## src/rtl/mem_access_unit.sv

```systemverilog
// Load/store unit between the MEM stage and a word-addressed data memory.
// Sub-word stores are done as read-modify-write; loads are lane-extracted and extended.
module mem_access_unit (
   input  logic        clk,
   input  logic        rst_n,
   input  logic        req_valid,
   output logic        req_ready,
   input  logic        req_we,
   input  logic [1:0]  req_size,
   input  logic        req_sign,
   input  logic [31:0] req_addr,
   input  logic [31:0] req_wdata,
   input  logic [31:0] req_pc,
   output logic        resp_valid,
   output logic [31:0] resp_rdata,
   output logic        resp_err,
   output logic [31:0] mem_addr,
   output logic        mem_we,
   output logic [31:0] mem_wdata,
   output logic [31:0] mem_pc,
   input  logic [31:0] mem_rdata
);

   typedef enum logic [1:0] {IDLE, READ, WRITE, RESP} state_t;

   typedef struct packed {
      logic [31:0] addr;
      logic [31:0] wdata;
      logic [31:0] pc;
      logic [1:0]  size;
      logic        sign;
      logic        we;
   } req_t;

   state_t      state, state_nxt;
   req_t        req_q;
   logic        misaligned;
   logic [7:0]  rd_byte;
   logic [15:0] rd_half;
   logic [31:0] load_ext;
   logic [31:0] merged;

   always_comb begin
      case (req_size)
         2'b01:   misaligned = req_addr[0];
         2'b10:   misaligned = (req_addr[1:0] != 2'b00);
         2'b11:   misaligned = 1'b1;
         default: misaligned = 1'b0;
      endcase
   end

   // Lane extraction / merge operate on the word currently presented by memory.
   always_comb begin
      rd_byte = mem_rdata[7:0];
      case (req_q.addr[1:0])
         2'd1:    rd_byte = mem_rdata[15:8];
         2'd2:    rd_byte = mem_rdata[23:16];
         2'd3:    rd_byte = mem_rdata[31:24];
         default: rd_byte = mem_rdata[7:0];
      endcase
      rd_half = req_q.addr[1] ? mem_rdata[31:16] : mem_rdata[15:0];

      load_ext = mem_rdata;
      case (req_q.size)
         2'b00:   load_ext = {{24{req_q.sign & rd_byte[7]}}, rd_byte};
         2'b01:   load_ext = {{16{req_q.sign & rd_half[15]}}, rd_half};
         default: load_ext = mem_rdata;
      endcase

      merged = mem_rdata;
      if (req_q.size == 2'b00) begin
         case (req_q.addr[1:0])
            2'd0:    merged[7:0]   = req_q.wdata[7:0];
            2'd1:    merged[15:8]  = req_q.wdata[7:0];
            2'd2:    merged[23:16] = req_q.wdata[7:0];
            default: merged[31:24] = req_q.wdata[7:0];
         endcase
      end else if (req_q.addr[1]) begin
         merged[31:16] = req_q.wdata[15:0];
      end else begin
         merged[15:0] = req_q.wdata[15:0];
      end
   end

   always_comb begin
      state_nxt  = state;
      req_ready  = 1'b0;
      resp_valid = 1'b0;
      mem_we     = 1'b0;
      mem_addr   = 32'd0;
      mem_wdata  = 32'd0;
      case (state)
         IDLE: begin
            req_ready = 1'b1;
            if (req_valid) begin
               if (misaligned)                         state_nxt = RESP;
               else if (req_we && req_size == 2'b10)   state_nxt = WRITE;
               else                                    state_nxt = READ;
            end
         end
         READ: begin
            mem_addr  = {req_q.addr[31:2], 2'b00};
            state_nxt = req_q.we ? WRITE : RESP;
         end
         WRITE: begin
            mem_addr  = {req_q.addr[31:2], 2'b00};
            mem_we    = 1'b1;
            mem_wdata = req_q.wdata;
            state_nxt = RESP;
         end
         default: begin
            resp_valid = 1'b1;
            state_nxt  = IDLE;
         end
      endcase
   end

   assign mem_pc = req_q.pc;

   always_ff @(posedge clk or negedge rst_n) begin
      if (!rst_n) state <= IDLE;
      else        state <= state_nxt;
   end

   // resp_* only change on the edge entering RESP so they hold between responses.
   always_ff @(posedge clk or negedge rst_n) begin
      if (!rst_n) begin
         req_q      <= '0;
         resp_rdata <= 32'd0;
         resp_err   <= 1'b0;
      end else begin
         case (state)
            IDLE: begin
               if (req_valid) begin
                  req_q <= '{addr: req_addr, wdata: req_wdata, pc: req_pc,
                             size: req_size, sign: req_sign, we: req_we};
                  if (misaligned) begin
                     resp_rdata <= 32'd0;
                     resp_err   <= 1'b1;
                  end
               end
            end
            READ: begin
               if (req_q.we) begin
                  req_q.wdata <= merged;
               end else begin
                  resp_rdata <= load_ext;
                  resp_err   <= 1'b0;
               end
            end
            WRITE: begin
               resp_rdata <= 32'd0;
               resp_err   <= 1'b0;
            end
            default: ;
         endcase
      end
   end

endmodule

```

## config.mk

```make
export PLATFORM = sky130hd
export DESIGN_NAME = mem_access_unit
export DESIGN_NICKNAME = d
export VERILOG_FILES = /design/src/rtl/mem_access_unit.sv
export SDC_FILE = /design/constraint.sdc
export NUM_CORES = 1
export LEC_CHECK = 0
export CORE_MARGIN = 1
export CORE_UTILIZATION = 44
export DETAILED_ROUTE_END_ITERATION = 12
export GPL_ROUTABILITY_DRIVEN = 0
export PLACE_DENSITY = 0.83
export REMOVE_ABC_BUFFERS = 1
export SETUP_SLACK_MARGIN = 0.15
export SLEW_MARGIN = 20
export SYNTH_ARGS = -nofsm -noshare
export SYNTH_HDL_FRONTEND = slang
export SYNTH_SLANG_ARGS = --single-unit
```

## constraint.sdc

```tcl
create_clock -name clk -period 2.8 [get_ports clk]
set_input_delay 0.28 -clock clk [delete_from_list [all_inputs] [get_ports clk]]
set_output_delay 0.28 -clock clk [all_outputs]
set_load 0.02 [all_outputs]
```

Word-level counts from Yosys, hierarchy flattened
Index checks and enable logic that the tools add are counted.
{ "op_classes": {"n_eq_ne": 15, "muxes": 32, "n_bitwise": 2, "n_reduce_logical": 15} }
{ "op_table": {"columns": ["operator", "n"], "rows": [
  ["32-bit 2-to-1 mux", 7],
  ["32-bit one-hot mux with 2 select lines", 2],
  ["32-bit one-hot mux with 3 select lines", 1],
  ["68-bit 2-to-1 mux", 1],
  ["16-bit 2-to-1 mux", 3],
  ["8-bit 2-to-1 mux", 4],
  ["8-bit one-hot mux with 3 select lines", 1],
  ["2-bit == test, second input constant", 5],
  ["2-bit by 1-bit == test with 1-bit output, second input constant", 4],
  ["2-bit inequality test, second input constant", 4],
  ["4-bit AND reduction", 2],
  ["1-bit 2-to-1 mux", 7],
  ["2-bit logical NOT", 3],
  ["2-bit 2-to-1 mux", 3],
  ["3-bit inequality test, second input constant", 2],
  ["1-bit one-hot mux with 3 select lines", 2],
  ["2-bit one-hot mux with 3 select lines", 1],
  ["3-bit OR reduction", 2],
  ["5-bit AND reduction", 1],
  ["2-bit nonzero test", 2],
  ["3-bit AND reduction", 1],
  ["3-bit nonzero test", 1],
  ["1-bit AND", 2],
  ["2-bit AND reduction", 1],
  ["2 further kinds", 2]
]} }
{ "word_totals": {"reg_bits": 135, "elab_cells": 75} }

Logic depth before layout (Yosys ltp)
{ "logic_depth": {"depth_word": 6, "ltp_mapped": 9, "depth_no_buf": 6} }

Least setup slack after synthesis
OpenSTA, ideal clock, no wires.
{ "synth_path": {"kind": "register -> register", "from": "register state[0]", "to": "register req_q[36] (netlist name)", "setup_time_ns": 0.125, "t_arrival_ns": 2.149, "required_time_ns": 2.675, "path_slack_ns": 0.526, "path_stages_with_launch": 9, "path_buffers": 2, "period_less_slack_ns": 2.274, "path_cell_list": "dfrtp_1 inv_1 ha_1 nor2b_1 buf_6 or3_1 buf_2 a21oi_4 mux2_2"} }
{ "synth_via": {"elab_chain_len": 3, "word_cells_on_any_way": 9, "classes_between": "eq/ne: 5; mux: 1; reduce/logical: 3"} }
{ "synth_lines": {"columns": ["element", "line", "source"], "rows": [
  ["start, declared", "35", "state_t state, state_nxt;"],
  ["start signal, assigned", "122", "else state <= state_nxt;"],
  ["2-bit by 1-bit == test with 1-bit output / 2-bit logical NOT (equally long branches)", "132", "case (state)"],
  ["3-bit inequality test (no line) (tied with other cells)", null, null],
  ["5-bit AND reduction (no line)", null, null],
  ["end signal, assigned", "135", "req_q <= '{addr: req_addr, wdata: req_wdata, pc: req_pc,"],
  ["end, declared", "36", "req_t req_q;"]
]} }
Parallel ways exist; a longest one is shown, timed or not.
A chain may end at the register's enable or synchronous reset.

Worst setup path after layout
{ "layout_path": {"from": "register state[0]", "to": "output mem_addr[14]"} }
{ "layout_via": {"elab_chain_len": 3, "word_cells_on_any_way": 4, "classes_between": "eq/ne: 2; mux: 1; reduce/logical: 1"} }
{ "layout_lines": {"columns": ["element", "line", "source"], "rows": [
  ["2-bit by 1-bit == test with 1-bit output / 2-bit == test (equally long branches)", "92", "case (state)"],
  ["2-bit OR reduction (no line) (*)", null, null],
  ["32-bit 2-to-1 mux (*)", "92", null],
  ["end, declared", "17", "output logic [31:0] mem_addr,"]
]} }
Mark *: on every way between the ends. The rest lies on a longest branch, timed or not.

==> summary.md <==
| Metric | Value |
|---|---|
| Setup Crit Path Kind | `reg -> out` |
| Vias in the first global route | `6021` |
| Final hold vios | `0` |
| Row count | `45` |
| Synth Area in XOR/XNOR | `0%` |
| # setup viols final | `0` |
| Post-CTS Setup Inserts | `0` |
| Initial antenna violation count | `0` |
| Starting density of the core | `~46%` |
| Slew headroom | `42.84%` |
| Initial drt markers | `430` |
| Post-synthesis mux area share | `between 15 and 20%` |
| Max Buffers Root-to-Sink | `2` |
| P&R area growth vs syn | `45.76%` |
| CP endpoint | `mem_addr[14]` |
| Worst R2R Start | `state[0]$_DFFE_PN0N_` |
| Fill cells | `~1200` |
| Top Ports | `roughly 270` |
| Antenna cells | `0` |
| Met1 WL | `approximately 8400 um` |
| First-pass GRT wire length | `approximately 33000 um` |
| Final period utilization | `between 90 and 100%` |
| Max-cap violations | `0` |
| Fraction of the yosys area taken by sequential cells | `approximately 48%` |
| CTS root buffer | `clkbuf_16` |
| Synth Area in Simple Gates | `around an eighth` |
| Die X | `~130 um` |
| Syn Inst Count | `about 640` |
| Fin. max-slew vios | `0` |
| Die span in y | `around 130 um` |
| Flip-flop and latch count after synthesis | `between 100 and 150` |
| Detail Route met2 WL | `approximately 11000 um` |
| Drt first pass iters | `5` |
| Mapped cell area | `around 7000 um2` |
| Gr usage total | `26.63%` |
| Dpl cells | `~1100` |
| Max VDD drop | `approximately 0.79 mV` |
| Highest Signal Layer | `met4` |
| Primary FF master, synth | `dfrtp_1` |
| Synth unique cells | `49` |
| Skew-Pair Late Insertion Delay | `just over 400 ps` |
| Synth Area in Compound Gates | `14.64%` |
| Main combinational cell family by area after synthesis | `multiplexers` |
| Asr flop ratio synth | `between 90% and 100%` |
| Setup tns final | `0 ps` |
| Crit. End Element | `output port` |
| Clock transition at the registers of the reported paths | `roughly 60 ps` |
| Pin count of the biggest net entering global routing | `between 60 and 70` |
| FMAX | `396.7 MHz` |
| Worst Hold Class | `in -> async` |
| Dpl hpwl | `15620 um` |
| Port bufs | `~260` |
| Aggregate global routing overflow | `0` |
| DRC Markers | `0` |
| Post-synth EDFFs | `0` |
| Worst-Margin Slew | `about 860 ps` |
| Mean post-synth cell area | `10.93 um2` |
| Clk sinks | `135` |
| CTS buffer count | `17` |
| CTS HTree Levels | `4` |
| Flop2flop setup slack | `approximately 510 ps` |
| Leak | `4.325 nW` |
| Post-DR wirelength/cell | `around 20 um` |
| Hold WS | `between 400 and 500 ps` |
| Layout cell share with drive strength beyond 1 | `~17%` |
| PwrDens | `around 1300 nW/um2` |
| CP arrival | `2240 ps` |
| Fin crit period | `between 2000 and 3000 ps` |
| Vias | `between 6000 and 7000` |
| Reg2reg end | `resp_rdata[2]$_DFFE_PN0P_` |
| Adder-cell share of the synthesized area | `0.8886%` |
| Worst setup SP type | `flop` |
| DR vias/cell | `5.542` |
| Final Non-Filler Cells | `between 1000 and 1500` |
| Setup Skew | `around 6.6 ps` |
| Synth warnings | `0` |
| Nets | `~1000` |
| Worst EP required | `between 2000 and 3000 ps` |
| CP max FO | `32` |
| Status | `complete, no violations` |
| Core ar. | `~15000 um2` |
| Post-route ant nets | `0` |
| R2R depth | `5` |
| Die ar. | `about 17000 um2` |
| CTS tree | `done` |
| Met3 WL post-DR | `2533 um` |
| RSZ-0062 raised after global routing | `no` |
| CP startpoint | `state[0]$_DFFE_PN0N_` |
| Post-Route WL | `roughly 22000 um` |
-- routing by layer --
layer	vias up	track usage, %
met5	-	0
met4	0	8.720
li1	2722	-
met2	379	44.48
met1	2939	31.31
met3	34	10.60
-- where the power goes --
group / leakage [nW] / internal (mW) / switching, mW
clock: 0.267 / 1.24 / 0.814
sequential: 1.66 / 2.89 / 0.659
combinational: 2.40 / 3.67 / 4.02
-- logic make-up after synthesis --
group,Yosys count
adder cells (fa/ha/maj),5
multiplexers,107
buffers and inverters,83
flip-flops,135
AO/OA/AOI/OAI,154
AND/OR/NAND/NOR,159
other,1
-- worst max-delay path, cell delays in order (launching register included) --
cell and delay [ps]:
dfrtp_1 420, inv_1 90, ha_1 300, buf_6 200, and2_1 160, clkdlybuf4s50_1 630
-- synthesized netlist by cell type (14+ instances only) --
master     instances  area (um2)
a21oi_1           51       255.2
buf_2             14       70.07
mux2i_1           15       150.1
clkbuf_1          16       60.06
dfrtp_1          135        3378
nand2_1           17       63.81
o22ai_1           24       150.1
nor2_1            30       112.6
buf_4             35       262.8
mux2_2            90        1013
and2_1            70       437.9
o21ai_0           16       80.08
a31oi_1           16       100.1
a22o_1            16       140.1
o2bb2ai_1         16       140.1
-- flip-flops by register name, summed over array words and instances, names as in the netlist --
name	count
mem_pc	32
state	2
resp_err	1
resp_rdata	32
req_q	68
-- area by class of cell --
| class | instances | area (um2) | share of cell area, % |
|---|---|---|---|
| tap | 211 | 264.0 | 2.573 |
| sequential | 135 | 3378 | 32.92 |
| inverter | 5 | 18.77 | 0.1829 |
| timing repair buffer | 287 | 2865 | 27.92 |
| multi-input combinational | 427 | 3191 | 31.09 |
| clock buffer | 23 | 498.0 | 4.852 |
| clock inverter | 8 | 47.55 | 0.4633 |
-- how the worst min path moves through the flow --
stage | start | end | slack (ps) | cells after the start
2_1_floorplan | rst_n | mem_pc[0]$_DFFE_PN0P_ | -20 | 0
3_3_place_gp | rst_n | req_q[48]$_DFFE_PN0P_ | 290 | 1
3_5_place_dp | rst_n | req_q[51]$_DFFE_PN0P_ | 300 | 1
4_1_cts | req_wdata[14] | req_q[50]$_DFFE_PN0P_ | 430 | 3
5_1_grt | req_wdata[8] | req_q[44]$_DFFE_PN0P_ | 430 | 3
6_report | rst_n | req_q[51]$_DFFE_PN0P_ | 430 | 2
-- timing repair --
item | in CTS | in global routing
endpoints found under the hold margin | 59 | 0
setup endpoints to repair | 0 | 23
gates resized for setup | 0 | 3
hold buffers | 1 | 0
-- cells in the final DEF, fill, tap and decap left out, drive strengths merged, types with 8 or more instances in the layout --
cell type	n
a21oi	52
a22o	16
clkbuf	23
nor2	31
buf	23
o22ai	24
o21ai	16
mux2	92
mux2i	15
and3	8
clkdlybuf4s50	261
dfrtp	135
nand2	18
nor2b	13
a31oi	16
o2bb2ai	16
and2	70
-- metrics by stage --
stage | utilization [%] | area, um2 | power [mW] | worst slack (ps)
floorplan | - | 6580 | 7.730 | -68.43
CTS | 66.45 | 10250 | 13.31 | 157.9
global route | 66.52 | 10260 | 14.00 | 169.5
global placement | 62.85 | 9696 | 11.01 | 364.3
finish | 66.52 | 10260 | 13.29 | 279.4
detailed placement | 62.85 | 9696 | 11.15 | 360.9
Note: power is estimated with default switching activity, not from simulation.
